`src/rtl/dmux_stream_pkg.sv`:
```
// Shared constants and types for the two-way stream demultiplexer.
package dmux_stream_pkg;

    localparam int DEFAULT_WIDTH = 16;

    localparam logic SEL_A = 1'b0;
    localparam logic SEL_B = 1'b1;

    typedef enum logic {
        EMPTY = 1'b0,
        FULL  = 1'b1
    } slot_state_e;

endpackage

```
`src/rtl/dmux_slot.sv`:
```
// One-entry output slot with valid/ready handshake; accepts a load in the same
// cycle it drains, so a continuously ready sink sees one word per cycle.
//
// state | meaning
// EMPTY | no word held, valid low
// FULL  | word held on data_out, valid high until the sink takes it
module dmux_slot
    import dmux_stream_pkg::*;
#(
    parameter int WIDTH = DEFAULT_WIDTH
) (
    input  logic             clk,
    input  logic             reset,
    input  logic             load,
    input  logic [WIDTH-1:0] data_in,
    input  logic             ready,
    output logic             valid,
    output logic [WIDTH-1:0] data_out,
    output logic             can_load
);

    slot_state_e      state_q, state_d;
    logic [WIDTH-1:0] data_q, data_d;
    logic             load_ok;
    logic             drain;

    assign can_load = (state_q == EMPTY) || ready;
    assign load_ok  = load && can_load;
    assign drain    = (state_q == FULL) && ready;
    assign valid    = (state_q == FULL);
    assign data_out = data_q;

    always_comb begin
        state_d = state_q;
        data_d  = data_q;
        if (load_ok) begin
            state_d = FULL;
            data_d  = data_in;
        end else if (drain) begin
            state_d = EMPTY;
        end
    end

    always_ff @(posedge clk or posedge reset) begin
        if (reset) begin
            state_q <= EMPTY;
            data_q  <= '0;
        end else begin
            state_q <= state_d;
            data_q  <= data_d;
        end
    end

endmodule

```
`src/rtl/dmux_stream.sv`:
```
// Routes one input stream to output A or B by in_sel; each output has its own slot.
// Define DMUX_STREAM_COUNT_EN to add the cnt_a/cnt_b delivered-word counters.
module dmux_stream
    import dmux_stream_pkg::*;
#(
    parameter int WIDTH     = DEFAULT_WIDTH,
    parameter int CNT_WIDTH = 16
) (
    input  logic                 clk,
    input  logic                 reset,
    input  logic                 in_valid,
    output logic                 in_ready,
    input  logic [WIDTH-1:0]     in_data,
    input  logic                 in_sel,
    output logic                 outa_valid,
    input  logic                 outa_ready,
    output logic [WIDTH-1:0]     outa_data,
    output logic                 outb_valid,
    input  logic                 outb_ready,
    output logic [WIDTH-1:0]     outb_data
`ifdef DMUX_STREAM_COUNT_EN
    ,
    output logic [CNT_WIDTH-1:0] cnt_a,
    output logic [CNT_WIDTH-1:0] cnt_b
`endif
);

    logic can_load_a, can_load_b;
    logic load_a, load_b;

    // in_ready looks only at the selected slot, never at in_valid.
    assign in_ready = !reset && ((in_sel == SEL_B) ? can_load_b : can_load_a);
    assign load_a   = in_valid && in_ready && (in_sel == SEL_A);
    assign load_b   = in_valid && in_ready && (in_sel == SEL_B);

    dmux_slot #(.WIDTH(WIDTH)) u_slot_a (
        .clk      (clk),
        .reset    (reset),
        .load     (load_a),
        .data_in  (in_data),
        .ready    (outa_ready),
        .valid    (outa_valid),
        .data_out (outa_data),
        .can_load (can_load_a)
    );

    dmux_slot #(.WIDTH(WIDTH)) u_slot_b (
        .clk      (clk),
        .reset    (reset),
        .load     (load_b),
        .data_in  (in_data),
        .ready    (outb_ready),
        .valid    (outb_valid),
        .data_out (outb_data),
        .can_load (can_load_b)
    );

`ifdef DMUX_STREAM_COUNT_EN
    logic [CNT_WIDTH-1:0] cnt_a_q, cnt_a_d;
    logic [CNT_WIDTH-1:0] cnt_b_q, cnt_b_d;

    always_comb begin
        cnt_a_d = cnt_a_q;
        cnt_b_d = cnt_b_q;
        if (outa_valid && outa_ready) cnt_a_d = cnt_a_q + CNT_WIDTH'(1);
        if (outb_valid && outb_ready) cnt_b_d = cnt_b_q + CNT_WIDTH'(1);
    end

    always_ff @(posedge clk or posedge reset) begin
        if (reset) begin
            cnt_a_q <= '0;
            cnt_b_q <= '0;
        end else begin
            cnt_a_q <= cnt_a_d;
            cnt_b_q <= cnt_b_d;
        end
    end

    assign cnt_a = cnt_a_q;
    assign cnt_b = cnt_b_q;
`endif

endmodule

```
`config.mk`:
```
export PLATFORM = sky130hd
export DESIGN_NAME = dmux_stream
export DESIGN_NICKNAME = d
export VERILOG_FILES = /design/src/rtl/dmux_stream_pkg.sv /design/src/rtl/dmux_slot.sv /design/src/rtl/dmux_stream.sv
export SDC_FILE = /design/constraint.sdc
export NUM_CORES = 1
export LEC_CHECK = 0
export CAP_MARGIN = 40
export CELL_PAD_IN_SITES_DETAIL_PLACEMENT = 1
export CELL_PAD_IN_SITES_GLOBAL_PLACEMENT = 2
export CORE_ASPECT_RATIO = 1.5
export CORE_MARGIN = 1.5
export CORE_UTILIZATION = 43
export CTS_CLUSTER_DIAMETER = 80
export CTS_CLUSTER_SIZE = 24
export DETAILED_ROUTE_END_ITERATION = 6
export DONT_BUFFER_PORTS = 1
export GPL_ROUTABILITY_DRIVEN = 0
export HOLD_SLACK_MARGIN = 0.1
export PLACE_DENSITY = 0.83
export SLEW_MARGIN = 25
export SYNTH_ARGS = -nofsm -noshare
export SYNTH_HDL_FRONTEND = slang
export SYNTH_SLANG_ARGS = --single-unit
```
`constraint.sdc`:
```
create_clock -name clk -period 3 [get_ports clk]
set_input_delay 0.6 -clock clk [delete_from_list [all_inputs] [get_ports clk]]
set_output_delay 0.6 -clock clk [all_outputs]
set_load 0.005 [all_outputs]
```
* Yosys cells after proc, flatten, opt, wreduce, memory -nomap -nowiden
Cells that the tools add are included.
Word-level totals: flip-flop bits (word level) 34, input port bits 22, logic and storage cells 25, output and inout port bits 35
Operators by class: bitwise logic cells 3, reduce and logical (&&, ||, !) cells 13, multiplexer cells 5
Operators with widths (count):
- $logic_and A1 B1 Y1 | 8
- $mux W1 | 5
- $reduce_bool A2 Y1 | 2
- $not A1 Y1 | 3
- $logic_or A1 B1 Y1 | 2
- $logic_not A1 Y1 | 1

* Longest topological paths before layout
Gate-level depths: netlist of the first run.
depth in word-level cells 8, depth in mapped cells 5, depth with buffers taken out 3

* Modules after synthesis
From an unflattened synthesis of the first run, not the netlist that was laid out.
Unflattened totals: cell total of the unflattened synthesis 82, area, all modules 1446.4 sq um
Modules (own cells, without submodules):
- dmux_slot | times used 2, cells an instance 38, seq. area each 425.4 sq um, area each 699.4 sq um
- dmux_stream | times used 1, cells an instance 6, seq. area each 0.0 sq um, area each 47.5 sq um

* Worst setup path before layout of the first run
Ideal clock, no wire load.
path type input to register, start in in_valid, end reg u_slot_b.data_q[0] (netlist: u_slot_b.data_out[0]), data arrival time 1533 ps, stages on the path 5, setup time 125 ps, buffers on the path 2, setup slack 1342 ps, required time 2875 ps, cells stage by stage nor2b_2 > and3_4 > buf_6 > buf_12 > mux2_4
On the way: cells in the longest elaborated chain, start to end 3
RTL lines:
- start: declaration | line dmux_stream.sv:11 | input logic in_valid,
- $logic_and A1 B1 Y1 (2 in a row) | line dmux_stream.sv:34 | assign load_b = in_valid && in_ready && (in_sel == SEL_B);
- $logic_and A1 B1 Y1 | line dmux_slot.sv:28 | assign load_ok = load && can_load;
- end signal: assignment | line dmux_slot.sv:50 | data_q <= data_d;
- end: declaration | line dmux_slot.sv:23 | logic [WIDTH-1:0] data_q, data_d;
No other way between the ends. A chain may end at the register's enable or synchronous reset.

* Worst setup path in the final report of the first run
start reg u_slot_a.state_q (netlist: u_slot_a.valid), end out in_ready
On the way: cells in the longest elaborated chain, start to end 4
RTL lines:
- start: declaration | line dmux_slot.sv:22 | slot_state_e state_q, state_d;
- start signal: assignment | line dmux_slot.sv:49 | state_q <= state_d;
- $not A1 Y1 | line dmux_slot.sv:27 | assign can_load = (state_q == EMPTY) || ready;
- $logic_or A1 B1 Y1 | line dmux_slot.sv:27
- $mux W1 | line dmux_stream.sv:32 | assign in_ready = !reset && ((in_sel == SEL_B) ? can_load_b : can_load_a);
- $logic_and A1 B1 Y1 | line dmux_stream.sv:32
- end: declaration | line dmux_stream.sv:12 | output logic in_ready,
No other way between the ends.

==> results of run 1 <==
## worst reg2reg max path, cell delays in order, from the launching register on
cell      delay, ns
dfrtp_1        0.40
nand2b_1       0.14
and3_4         0.40
mux2_2         0.38
## cells by family (layout without fill, tap and decap cells)
group | after synthesis | in the layout | synth area share
flops | 34 | 34 | 0.620
mux | 33 | 33 | 0.297
simple gates | 9 | 9 | 0.0492
buf+inv | 4 | 10 | 0.0337
## layout by cell type, fill, tap and decap left out
master,instances
dfrtp_1,34
mux2_2,22
mux2_4,10
clkbuf_8,6
nand2_1,3
nand2b_1,2
nor2b_2,1
and3_4,1
nand3b_4,1
mux2i_1,1
nor2_1,1
inv_1,1
clkbuf_1,1
clkinv_2,1
buf_4,1
## sequential cells by signal (all words and copies together) (netlist names)
name and flops:
u_slot_a.data_out 16, u_slot_a.valid 1, u_slot_b.data_out 16, u_slot_b.valid 1
## per-stage QoR
step	power, mW	utilization	area [µm²]	hold WS [ns]	setup WS (ns)
2_1_floorplan	0.736	-	1370	0.504	1.34
3_3_place_gp	0.762	0.466	1390	0.523	1.31
5_1_grt	1.16	0.497	1480	0.347	1.22
6_report	1.10	0.497	1480	0.306	1.30
4_1_cts	1.12	0.497	1480	0.310	1.27
3_5_place_dp	0.774	0.466	1390	0.525	1.28
## power breakdown
part / switching (mW) / total [mW] / internal (mW)
sequential: 0.0748 / 0.628 / 0.553
combinational: 0.0416 / 0.132 / 0.0909
clock: 0.151 / 0.336 / 0.185
## cell type report
type | instances | area (µm²) | area share
clock inverters | 1 | 5.00 | 0.00339
well taps | 39 | 48.8 | 0.0330
multi-input cells | 42 | 475 | 0.322
inverters | 1 | 3.75 | 0.00254
repair buffers | 1 | 7.51 | 0.00508
clock buffers | 7 | 86.3 | 0.0584
flip-flops and latches | 34 | 851 | 0.576
## per-layer routing
| layer | global-route usage | part of all wire |
|---|---|---|
| met1 | 0.164 | 0.35 |
| met2 | 0.264 | 0.54 |
| met3 | 0.0741 | 0.089 |
| met4 | 0.0762 | 0.016 |
| met5 | 0 | 0 |
## final timing paths
path	slack, ns	from	endpoint
min in group clk	0.44	in_sel	u_slot_b.valid
min	0.31	reset	u_slot_a.data_out[11]
max reg2reg	1.58	u_slot_b.valid	u_slot_b.data_out[6]
max	1.30	u_slot_a.valid	in_ready
max in group asynchronous	2.39	reset	u_slot_b.data_out[9]
min reg2reg	0.53	u_slot_a.data_out[1]	u_slot_a.data_out[1]
==> impl_metrics.json, run 1 <==
{
  "syn_nets": 102,
  "status": "finished, final reports clean",
  "fin_tns_setup_ns": 0,
  "grt_first_pass_wirelength_um": 4060,
  "synth_cells": 80,
  "cp.arrival_ns": 1.10,
  "start_kind": "register",
  "antenna_cells": 0,
  "max_stage_delay_ns": 0.39,
  "portBuffers": 0,
  "detail_route.wl_per_cell_um": 19.5,
  "layout-drive-gt1-share": 0.500,
  "fp.dieH_um": 72.2,
  "crit_type": "register to primary output",
  "rr_worst_depth": 3,
  "cts_sinks": 34,
  "yosys.area.top_type_share": 0.620,
  "area_growth_pct": 7.66,
  "dp_cells": 117,
  "antenna_found_initial": 0,
  "yosysWarnings": 0,
  "hpwl_um": 1720,
  "core-area_um2": 2970,
  "vdd_drop_max_mv": 0.411,
  "synth_edf_count": 0,
  "cellLeakagePower_nw": 0.668,
  "grt_max_degree": 35,
  "cts_resized": 0,
  "antenna_left": 0,
  "cts_tree": "built",
  "required_ns": 2.40,
  "rows": 24,
  "path_clk_slew_ns": 0.06,
  "synth_area_leader_cell": "dfrtp_1",
  "clockBufferDepth": 2,
  "grt_pass1_vias": 761,
  "layout.cells.non_filler": 125,
  "avgSynthCellArea_um2": 17.2,
  "dr.pass1.iters": 3,
  "setup_viol": 0,
  "synth.cells.most_frequent": "dfrtp_1 (34), mux2_2 (22), mux2_4 (10)",
  "drv_cap": 0,
  "cts_max_level": 2,
  "cp_num_buf_inv": 0,
  "slowest_stage": "dfrtp_1",
  "worst_pin_slew_ns": 0.421,
  "ctsRootBufferMaster": "clkbuf_8",
  "synth_async_sr_flop_share": 1.00,
  "hold_path_class": "primary input to async pin",
  "drtIter0Drc": 6,
  "drt_wl_total_um": 2430,
  "maxSlewHeadroom": 0.719,
  "finalCritPeriodShare": 0.565,
  "synth_ff_type": "dfrtp_1",
  "fin_skew_ns": 0.00326,
  "ys_ff_latch": 34,
  "critPathCaptureType": "primary output",
  "critPathMaxFanout": 3,
  "hold_viol_final": 0,
  "cts_buffers": 5,
  "die_area_um2": 3550,
  "initial_core_util": 0.462,
  "fp.dieW_um": 49.1,
  "clk_latency_ns": 0.28,
  "synth.most_common_cell": "dfrtp_1",
  "routed_via_density": 5.26,
  "cp.depth": 3,
  "nFillCells": 293,
  "power_density_nw_per_um2": 741,
  "grt.overflow.total": 0,
  "synthTopCellsByArea": "dfrtp_1 (62%), mux2_2 (18%), mux2_4 (11%), buf_6 (1.6%), buf_12 (1.5%)",
  "ys_types": 13,
  "cp_top_family": "flip-flops",
  "min_period_ns": 1.70,
  "drcViolationCount": 0,
  "ctsHoldBuffers": 0,
  "cp_cell_sequence": "nand2b_1 -> mux2i_1 -> nor2_1",
  "cts_setup_buffers": 0,
  "fmax_mhz": 590,
  "nets": 107,
  "io_pins": 57,
  "rsz0062_at_grt": "false",
  "synth_area_um2": 1370,
  "track_usage": 0.157,
  "yosysSeqAreaShare": 0.620,
  "drv_slew": 0,
  "vias": 658
}
(Power assumes the default switching activity.)
==> run 2: changes to the inputs <==
Settings changed: CORE_UTILIZATION 43 to 40, PLACE_DENSITY 0.83 to 0.79.
Clock period 3 ns to 1.76 ns, I/O delays scaled along.
==> impl_metrics.json, run 2 (same netlist as run 1, synthesis figures left out) <==
{
  "status": "finished, final reports clean",
  "routed_via_density": 5.25,
  "initial_core_util": 0.426,
  "cellLeakagePower_nw": 0.667,
  "slowest_stage": "and3_4",
  "antenna_cells": 0,
  "cts_tree": "built",
  "antenna_found_initial": 0,
  "grt.overflow.total": 0,
  "fmax_mhz": 703,
  "critPathCaptureType": "register",
  "drv_slew": 0,
  "drtIter0Drc": 2,
  "cts_sinks": 34,
  "detail_route.wl_per_cell_um": 19.3,
  "cp.arrival_ns": 1.58,
  "fp.dieW_um": 50.8,
  "hold_viol_final": 0,
  "setup_viol": 0,
  "portBuffers": 0,
  "power_density_nw_per_um2": 1220,
  "vias": 662,
  "r2r_slack_ns": 0.34,
  "grt_pass1_vias": 751,
  "area_growth_pct": 8.30,
  "cp_cell_sequence": "nand2b_1 -> and3_4 -> mux2_2",
  "max_stage_delay_ns": 0.40,
  "path_clk_slew_ns": 0.06,
  "die_area_um2": 3800,
  "cp_top_family": "simple AND/OR/NAND/NOR gates",
  "grt_first_pass_wirelength_um": 3880,
  "final_cell_mix": "dfrtp_1 (34), mux2_2 (22), mux2_4 (10)",
  "min_period_ns": 1.42,
  "fp.dieH_um": 74.7,
  "cts_max_level": 2,
  "clockBufferDepth": 2,
  "start_kind": "register",
  "power_mw": 1.81,
  "vdd_drop_max_mv": 0.527,
  "final_common_cell": "dfrtp_1",
  "core-area_um2": 3220,
  "track_usage": 0.146,
  "hold_path_class": "primary input to register",
  "crit_type": "register to register",
  "worstHoldEndpoint": "u_slot_b.valid",
  "io_pins": 57,
  "final_area_um2": 1490,
  "worst_pin_slew_ns": 0.633,
  "fin_tns_setup_ns": 0,
  "ctsRootBufferMaster": "clkbuf_8",
  "maxSlewHeadroom": 0.577,
  "cts_buffers": 5,
  "required_ns": 1.91,
  "fin_skew_ns": 0.00295,
  "dr.pass1.iters": 5,
  "critPathMaxFanout": 16,
  "cp_num_buf_inv": 0,
  "rows": 25,
  "clk_latency_ns": 0.27,
  "r2r-end": "u_slot_b.data_out[9]",
  "drcViolationCount": 0,
  "hpwl_um": 1760,
  "min-delay-start": "in_sel",
  "drv_cap": 0,
  "fin_util": 0.461,
  "finalCritPeriodShare": 0.808,
  "rr_worst_depth": 3,
  "rr_startpoint": "u_slot_b.valid",
  "grt_max_degree": 20,
  "dpl_cell_area_um2": 1400,
  "layout-drive-gt1-share": 0.477,
  "nets": 108,
  "antenna_left": 0,
  "drt_wl_total_um": 2440,
  "whs_path_depth": 2,
  "rsz0062_at_grt": "false"
}
run 2: changes by cell type in the layout (fill, tap and decap cells not counted):
cell	before	now
buf_4	1	0
clkinv_2	1	0
dlygate4sd3_1	0	1
clkbuf_8	6	5
clkbuf_1	1	2
buf_12	0	1
run 2: layout make-up:
type	count	area (µm²)
clock buffers	7	76.3
fillers	312	1740
inverters	1	3.75
multi-input cells	42	475
flip-flops and latches	34	851
well taps	40	50.0
repair buffers	2	30.0
run 2: worst max path at each step:
stage	from	end	slack, ns	cells after the start
finish	u_slot_b.valid	u_slot_b.data_out[9]	0.34	3
global route	u_slot_b.valid	u_slot_b.data_out[9]	0.27	3
CTS	u_slot_b.valid	u_slot_b.data_out[9]	0.32	3
detailed placement	in_valid	u_slot_b.data_out[9]	0.26	3
global placement	in_valid	u_slot_b.data_out[6]	0.31	3
floorplan	in_valid	u_slot_b.data_out[0]	0.35	5
run 2: per-stage QoR:
stage / std cells / setup slack [ns] / hold slack [ns]
after floorplan: 80 / 0.350 / 0.465
after global placement: 118 / 0.307 / 0.349
after detailed placement: 118 / 0.255 / 0.361
after CTS: 126 / 0.322 / 0.196
after global routing: 126 / 0.266 / 0.194
final: 126 / 0.338 / 0.206
run 2: where the power goes:
part	leakage, nW	internal [mW]	switching [mW]
sequential	0.405	0.943	0.125
clock	0.0383	0.271	0.232
combinational	0.223	0.159	0.0751
total	0.667	1.37	0.433
run 2: layer usage:
metal / track usage / share of wire / vias up
li1: - / - / 290
met1: 0.156 / 0.35 / 340
met2: 0.247 / 0.58 / 30
met3: 0.0556 / 0.068 / 2
met4: 0.0811 / 0.0086 / 0
met5: 0 / 0 / -
run 2: timing repair:
| action | in CTS | in global routing |
|---|---|---|
| buffers inserted | 0 | 0 |
| hold endpoints to repair | 15 | 0 |
| hold buffers | 1 | 0 |
| resized for setup | 0 | 0 |
